--- config.mk ---
export PLATFORM = sky130hd
export DESIGN_NAME = load_store_unit
export DESIGN_NICKNAME = d
export VERILOG_FILES = /design/src/rtl/load_store_unit.sv
export SDC_FILE = /design/constraint.sdc
export NUM_CORES = 1
export LEC_CHECK = 0
export ABC_CLOCK_PERIOD_IN_PS = 3400
export CAP_MARGIN = 20
export CORE_ASPECT_RATIO = 1.2
export CORE_MARGIN = 1
export CORE_UTILIZATION = 51
export DETAILED_ROUTE_END_ITERATION = 12
export PLACE_DENSITY = 0.91
export SLEW_MARGIN = 30
export SYNTH_ARGS = -nofsm -noshare
export SYNTH_HDL_FRONTEND = slang
export SYNTH_SLANG_ARGS = --single-unit
--- constraint.sdc ---
create_clock -name clk -period 3.4 [get_ports clk]
set_clock_uncertainty 0.1 [all_clocks]
set_input_delay 0.68 -clock clk [delete_from_list [all_inputs] [get_ports clk]]
set_output_delay 0.68 -clock clk [all_outputs]
set_load 0.02 [all_outputs]
--- src/rtl/load_store_unit.sv ---
// Load/store unit: turns byte/half/word pipeline requests into word-wide data_memory cycles.
// Optional misalignment trapping is enabled by defining LSU_ALIGN_CHECK_EN.
module load_store_unit #(
    parameter int ADDR_W = 32,
    parameter int DATA_W = 32
) (
    input  logic              clk,
    input  logic              rst_n,
    input  logic              req_valid,
    output logic              req_ready,
    input  logic [ADDR_W-1:0] req_addr,
    input  logic [DATA_W-1:0] req_wdata,
    input  logic              req_is_store,
    input  logic [1:0]        req_size,
    input  logic              req_signed,
    output logic              resp_valid,
    output logic [DATA_W-1:0] resp_rdata,
    output logic              resp_err,
    output logic [ADDR_W-1:0] mem_address,
    output logic [DATA_W-1:0] mem_write_data,
    output logic              mem_write,
    output logic              mem_read,
    input  logic [DATA_W-1:0] mem_read_data
);

    typedef enum logic [2:0] {
        IDLE,
        RD,
        RD_WAIT,
        MERGE_WR,
        WR,
        RESP
    } state_t;

    state_t              r_state;
    state_t              w_next_state;

    logic                w_accept;
    logic                w_misaligned;
    logic [ADDR_W-1:0]   r_addr;
    logic [1:0]          r_lane;
    logic [1:0]          r_size;
    logic                r_signed;
    logic                r_is_store;
    logic [DATA_W-1:0]   r_wdata;
    logic [DATA_W-1:0]   r_wr_data;
    logic [DATA_W-1:0]   r_resp_rdata;
    logic [7:0]          w_load_byte;
    logic [15:0]         w_load_half;
    logic [DATA_W-1:0]   w_load_data;
    logic [DATA_W-1:0]   w_merged;

    assign w_accept = req_valid && (r_state == IDLE);

`ifdef LSU_ALIGN_CHECK_EN
    logic r_resp_err;

    assign w_misaligned = ((req_size == 2'b01) && req_addr[0]) ||
                          (req_size[1] && (req_addr[1:0] != 2'b00));
    assign resp_err     = r_resp_err;

    // The only path that enters RESP straight from IDLE is a trapped misaligned access.
    always_ff @(posedge clk or negedge rst_n) begin
        if (!rst_n) begin
            r_resp_err <= 1'b0;
        end else if ((w_next_state == RESP) && (r_state != RESP)) begin
            r_resp_err <= (r_state == IDLE);
        end
    end
`else
    assign w_misaligned = 1'b0;
    assign resp_err     = 1'b0;
`endif

    always_ff @(posedge clk or negedge rst_n) begin
        if (!rst_n) begin
            r_state <= IDLE;
        end else begin
            r_state <= w_next_state;
        end
    end

    always_comb begin
        w_next_state = r_state;
        case (r_state)
            IDLE: begin
                if (w_accept) begin
                    if (w_misaligned) begin
                        w_next_state = RESP;
                    end else if (req_is_store && req_size[1]) begin
                        w_next_state = WR;
                    end else begin
                        w_next_state = RD;
                    end
                end
            end
            RD:       w_next_state = RD_WAIT;
            RD_WAIT:  w_next_state = r_is_store ? MERGE_WR : RESP;
            MERGE_WR: w_next_state = RESP;
            WR:       w_next_state = RESP;
            RESP:     w_next_state = IDLE;
            default:  w_next_state = IDLE;
        endcase
    end

    // Write data is gated so the memory bus never shows stale data without a strobe.
    always_comb begin
        req_ready      = 1'b0;
        resp_valid     = 1'b0;
        mem_read       = 1'b0;
        mem_write      = 1'b0;
        mem_write_data = '0;
        case (r_state)
            IDLE:     req_ready = 1'b1;
            RD:       mem_read = 1'b1;
            MERGE_WR: begin
                mem_write      = 1'b1;
                mem_write_data = r_wr_data;
            end
            WR: begin
                mem_write      = 1'b1;
                mem_write_data = r_wr_data;
            end
            RESP:     resp_valid = 1'b1;
            default:  ;
        endcase
    end

    assign mem_address = r_addr;
    assign resp_rdata  = r_resp_rdata;

    always_comb begin
        w_load_byte = mem_read_data[7:0];
        case (r_lane)
            2'd1:    w_load_byte = mem_read_data[15:8];
            2'd2:    w_load_byte = mem_read_data[23:16];
            2'd3:    w_load_byte = mem_read_data[31:24];
            default: w_load_byte = mem_read_data[7:0];
        endcase
        w_load_half = r_lane[1] ? mem_read_data[31:16] : mem_read_data[15:0];

        case (r_size)
            2'b00:   w_load_data = r_signed ? {{24{w_load_byte[7]}}, w_load_byte}
                                            : {24'h000000, w_load_byte};
            2'b01:   w_load_data = r_signed ? {{16{w_load_half[15]}}, w_load_half}
                                            : {16'h0000, w_load_half};
            default: w_load_data = mem_read_data;
        endcase
    end

    // Sub-word store: only the addressed lane of the freshly read word is replaced.
    always_comb begin
        w_merged = mem_read_data;
        case (r_size)
            2'b00: begin
                case (r_lane)
                    2'd0:    w_merged[7:0]   = r_wdata[7:0];
                    2'd1:    w_merged[15:8]  = r_wdata[7:0];
                    2'd2:    w_merged[23:16] = r_wdata[7:0];
                    default: w_merged[31:24] = r_wdata[7:0];
                endcase
            end
            2'b01: begin
                if (r_lane[1]) begin
                    w_merged[31:16] = r_wdata[15:0];
                end else begin
                    w_merged[15:0]  = r_wdata[15:0];
                end
            end
            default: w_merged = r_wdata;
        endcase
    end

    always_ff @(posedge clk or negedge rst_n) begin
        if (!rst_n) begin
            r_addr       <= '0;
            r_lane       <= 2'b00;
            r_size       <= 2'b00;
            r_signed     <= 1'b0;
            r_is_store   <= 1'b0;
            r_wdata      <= '0;
            r_wr_data    <= '0;
            r_resp_rdata <= '0;
        end else begin
            if (w_accept) begin
                r_addr     <= {req_addr[ADDR_W-1:2], 2'b00};
                r_lane     <= req_addr[1:0];
                r_size     <= req_size;
                r_signed   <= req_signed;
                r_is_store <= req_is_store;
                r_wdata    <= req_wdata;
                r_wr_data  <= req_wdata;
            end

            if ((r_state == RD_WAIT) && r_is_store) begin
                r_wr_data <= w_merged;
            end

            if ((r_state == RD_WAIT) && !r_is_store) begin
                r_resp_rdata <= w_load_data;
            end else if ((w_next_state == RESP) && (r_state != RESP)) begin
                r_resp_rdata <= '0;
            end
        end
    end

endmodule
==> summary.txt, run 1 <==
CTS
  – Post-CTS Setup Bufs: 0
  – Clock latency at the later pin of the worst-skew pair: 420 ps
  – TritonCTS Sinks: 135
  – Root Buffer: sky130_fd_sc_hd__clkbuf_16
  – H-tree depth: 4
  – CTS tree: yes
  – Clock transition at path regs: 60 ps
  – Maximum number of buffers from clock root to sink: 2
  – Number of buffers added by the clock tree synthesis step: 17

Synthesis
  – Share of cell area taken by muxes after synthesis: 4.18%
  – Xor/xnor share of the synthesized area: 0%
  – Gate Count Post-Synth: 741
  – EDFF count, synth: 0
  – Synth Area in Adders: 0%
  – Mapped Avg Cell Area: 9.14 um2
  – Post-synthesis register bit count: 135
  – Dominant combinational cell family by area after synthesis: simple AND/OR/NAND/NOR gates
  – Share of the yosys chip area belonging to registers: 49.9%
  – Mapped Area: 0.00677 mm2
  – Simple-gate share of the synthesized area: 20.6%
  – Predominant post-synthesis flop cell: sky130_fd_sc_hd__dfrtp_1
  – Count of different cell masters after synthesis: 47
  – Ys Warns: 0
  – Fraction of synthesis flops using an asynchronous set or reset pin: between 90% and 100%
  – Synthesized-area fraction occupied by ao, oa, aoi and oai cells: 20.6%

Timing
  – Time the final worst path needs with I/O delays and setup: 3270 ps
  – Max-slew headroom at the worst pin: between 40% and 50%
  – Final number of max-transition violations: 0
  – Setup total negative slack: 0 ps
  – Ratio of final minimum period to clock period: about 96%
  – Hold Fails Final Rpt: 0
  – Slew at the pin closest to its max-slew limit: 808 ps
  – Achievable clock frequency: between 300 and 400 MHz
  – Setup repair after global routing missed its margin: false
  – Final count of negative-setup-slack endpoints: 0

Cells and area
  – Post-synthesis to final-layout area growth: 40.6%
  – N_diodes: 0
  – Net count, final: 1,023
  – Area taken by flip-flops and latches: 0.00338 mm2
  – Share of cells above drive strength 1: a little under a tenth
  – Final-layout fill cell count: 885
  – Area taken by multi-input logic gates: 0.00312 mm2
  – Design area: 0.00952 mm2

Critical path
  – Data arrival at the endpoint of the critical path: 2490 ps
  – Slowest stage cell, crit path: sky130_fd_sc_hd__clkdlybuf4s50_1
  – Reg2reg setup slack: approximately 950 ps
  – Sort of element at the start of the critical path: flop
  – R2r worst-path depth: 6
  – Buffers plus inverters on the worst setup path: 2
  – Classification of the worst setup path: flop to output pin
  – Max incr delay on CP: 610 ps
  – Nature of the critical path endpoint: output pin
  – CP Max Fanout: 33
  – Endpoint of the lowest-slack register-to-register path: r_wr_data[20]
  – Required time at the endpoint of the critical path: 2620 ps
  – Gate family responsible for the most delay along the worst path: buffers and inverters
  – Worst R2R Start: r_state[2]
  – Cells along the critical path: nor2b_1 -> a21o_1 -> buf_6 -> and2_1 -> clkdlybuf4s50_1

Placed design
  – Hpwl dp: ~15,000 um
  – Cell area after placement: about 0.0089 mm2
  – Port buffer count: 200
  – Gp weighted congestion: 0.948

Drt
  – Initial DRT Pass Iterations: 8
  – Via-to-Cell Ratio: 6.02
  – Via count: 6,607
  – Average routed wire per standard cell: 19.1 um
  – Number of design-rule violations left by the first detailed-router iteration: slightly above 600
  – Routed Antenna Nets: 0
  – Total length of routed wires: 20,900 um
  – DRC violation count after routing: 0

Floorplan
  – Die W: 107 um
  – Placeable core area: 0.0128 mm2
  – Total I/O pin count: 204
  – Die height: 128 um
  – Initial cell density of the core: 53.0%
  – Row count: 45
  – Die area: 0.0137 mm2

Power
  – Internal cell power: 5560 uW
  – Clock network fraction of total power: 20.3%
  – Max IR drop VDD: 0.000525 V
  – Comb power frac: 48.2%
  – Switching Power: 3820 uW
  – Static leakage power: 0.00428 uW
  – Share of total power consumed by net switching: 40.8%
  – Sequential Power Share: 31.5%
  – Power density normalized to cell area: 986 mW/mm2

Global routing
  – Antenna violations before repair: 0
  – Global routing usage summed across all routing layers: 31.9%
  – Number of global-route vias before repair: 6,490
  – Overall overflow remaining after global route: 0
  – Pin count of the biggest net entering global routing: 61
  – Wire length of the first global-routing pass: 33,400 um

Status
  – Run status: finished, final reports clean

Run
  – Max-capacitance violation count: 0

Hold path
  – Min-delay worst type: primary input to async pin
[worst max-delay path by stage]
stage / from / to / slack, ps / depth (start not counted)
after global routing: r_state[1] / mem_write_data[7] / 7 / 5
after floorplan: r_state[0] / mem_write_data[22] / 990 / 5
final: r_state[1] / mem_write_data[9] / 130 / 5
after CTS: r_state[1] / mem_write_data[9] / 60 / 5
after detailed placement: r_state[1] / mem_write_data[21] / 390 / 5
after global placement: req_valid / r_wr_data[22] / 430 / 6
[registers in the layout, summed over array words and instances, names as in the netlist]
name and cells:
r_is_store 1, resp_rdata 32, r_wdata 32, r_state 3
mem_address 30, r_wr_data 32, r_lane 2, r_size 2
r_signed 1
[area by class of cell]
type,count,area share (%)
Sequential cell,135,35.5
Multi-Input combinational cell,535,32.7
Timing Repair Buffer,220,22.7
Clock buffer,18,4.61
Tap cell,164,2.16
Clock inverter,14,1.83
Inverter,11,0.434
[stage by stage]
step	setup WS [ps]	hold WS [ps]	power, uW	std cells	utilization, %
floorplan	993	284	5570	743	-
detailed placement	389	357	7390	1065	69.6
finish	134	133	9380	1097	74.5
CTS	61.9	148	9370	1097	74.5
global route	6.98	175	9930	1097	74.5
global placement	434	352	7270	1065	69.6
[synthesized netlist by cell type, types with 4 or more instances]
cell type,n,area (um2)
sky130_fd_sc_hd__o21ai_0,41,205
sky130_fd_sc_hd__o221ai_1,8,70.1
sky130_fd_sc_hd__mux2i_1,17,170
sky130_fd_sc_hd__and2_1,41,257
sky130_fd_sc_hd__a21oi_1,26,130
sky130_fd_sc_hd__nand2b_1,4,25.0
sky130_fd_sc_hd__a31o_2,9,78.8
sky130_fd_sc_hd__and3_1,8,50.1
sky130_fd_sc_hd__o21ai_1,7,35.0
sky130_fd_sc_hd__a22oi_1,7,52.6
sky130_fd_sc_hd__o22a_1,15,131
sky130_fd_sc_hd__a211oi_1,17,128
sky130_fd_sc_hd__nand3_1,8,40.0
sky130_fd_sc_hd__a32oi_1,8,70.1
sky130_fd_sc_hd__nor2_1,10,37.5
sky130_fd_sc_hd__a221o_1,16,160
sky130_fd_sc_hd__o22ai_1,10,62.6
sky130_fd_sc_hd__a21o_1,13,97.6
sky130_fd_sc_hd__a2bb2oi_1,7,61.3
sky130_fd_sc_hd__o211ai_1,11,82.6
sky130_fd_sc_hd__inv_1,11,41.3
sky130_fd_sc_hd__clkbuf_1,37,139
sky130_fd_sc_hd__mux2_2,8,90.1
sky130_fd_sc_hd__buf_2,16,80.1
sky130_fd_sc_hd__nand2_1,216,811
sky130_fd_sc_hd__dfrtp_1,135,3380
[placed cells by master (no fill, tap or decap), types with 10 or more instances in the layout]
| cell type | count |
|---|---|
| sky130_fd_sc_hd__o21ai_0 | 41 |
| sky130_fd_sc_hd__clkdlybuf4s50_1 | 199 |
| sky130_fd_sc_hd__o22a_1 | 15 |
| sky130_fd_sc_hd__a21oi_1 | 25 |
| sky130_fd_sc_hd__and2_1 | 41 |
| sky130_fd_sc_hd__o22ai_1 | 10 |
| sky130_fd_sc_hd__buf_4 | 19 |
| sky130_fd_sc_hd__o211ai_1 | 11 |
| sky130_fd_sc_hd__clkbuf_16 | 17 |
| sky130_fd_sc_hd__mux2i_1 | 17 |
| sky130_fd_sc_hd__a211oi_1 | 17 |
| sky130_fd_sc_hd__nand2_1 | 216 |
| sky130_fd_sc_hd__inv_1 | 11 |
| sky130_fd_sc_hd__nor2_1 | 10 |
| sky130_fd_sc_hd__dfrtp_1 | 134 |
| sky130_fd_sc_hd__a21o_1 | 13 |
| sky130_fd_sc_hd__a221o_1 | 16 |
[metal layers]
metal  share of wire (%)  GRT usage, %  vias up  wire length (um)
li1                    -             -     2952                 -
met1                  38          39.6     3144              7910
met2                  47          51.0      420              9840
met3                  10          8.29       91              2110
met4                 5.1          17.0        0              1060
met5                   0             0        -                 0
[power groups by stage]
stage / logic, uW / registers [uW] / clock network (uW)
after floorplan: 2420 / 3140 / 0
final: 4520 / 2960 / 1900
after global placement: 4340 / 2930 / 0
after global routing: 4900 / 3030 / 2000
after detailed placement: 4440 / 2950 / 0
after CTS: 4510 / 2930 / 1920
[repair_timing]
action	4_1_cts	5_1_grt
endpoints found under the setup margin	32	24
pin swaps	0	0
hold buffers	0	0
gates resized for setup	2	1
[cells by family (layout without fill, tap and decap cells)]
group / after synthesis / in the layout
mux: 26 / 26
simple gates: 308 / 308
flops: 135 / 135
compound gates: 198 / 198
other cells: 1 / 3
buf+inv: 73 / 263
(Power assumes the default switching activity.)
==> run 2, diff against run 1 <==
Settings changed: CAP_MARGIN 20 to unset, SLEW_MARGIN 30 to 20.
==> results of run 2 <==
Final layout, timing and power as in run 1 (identical DEF).
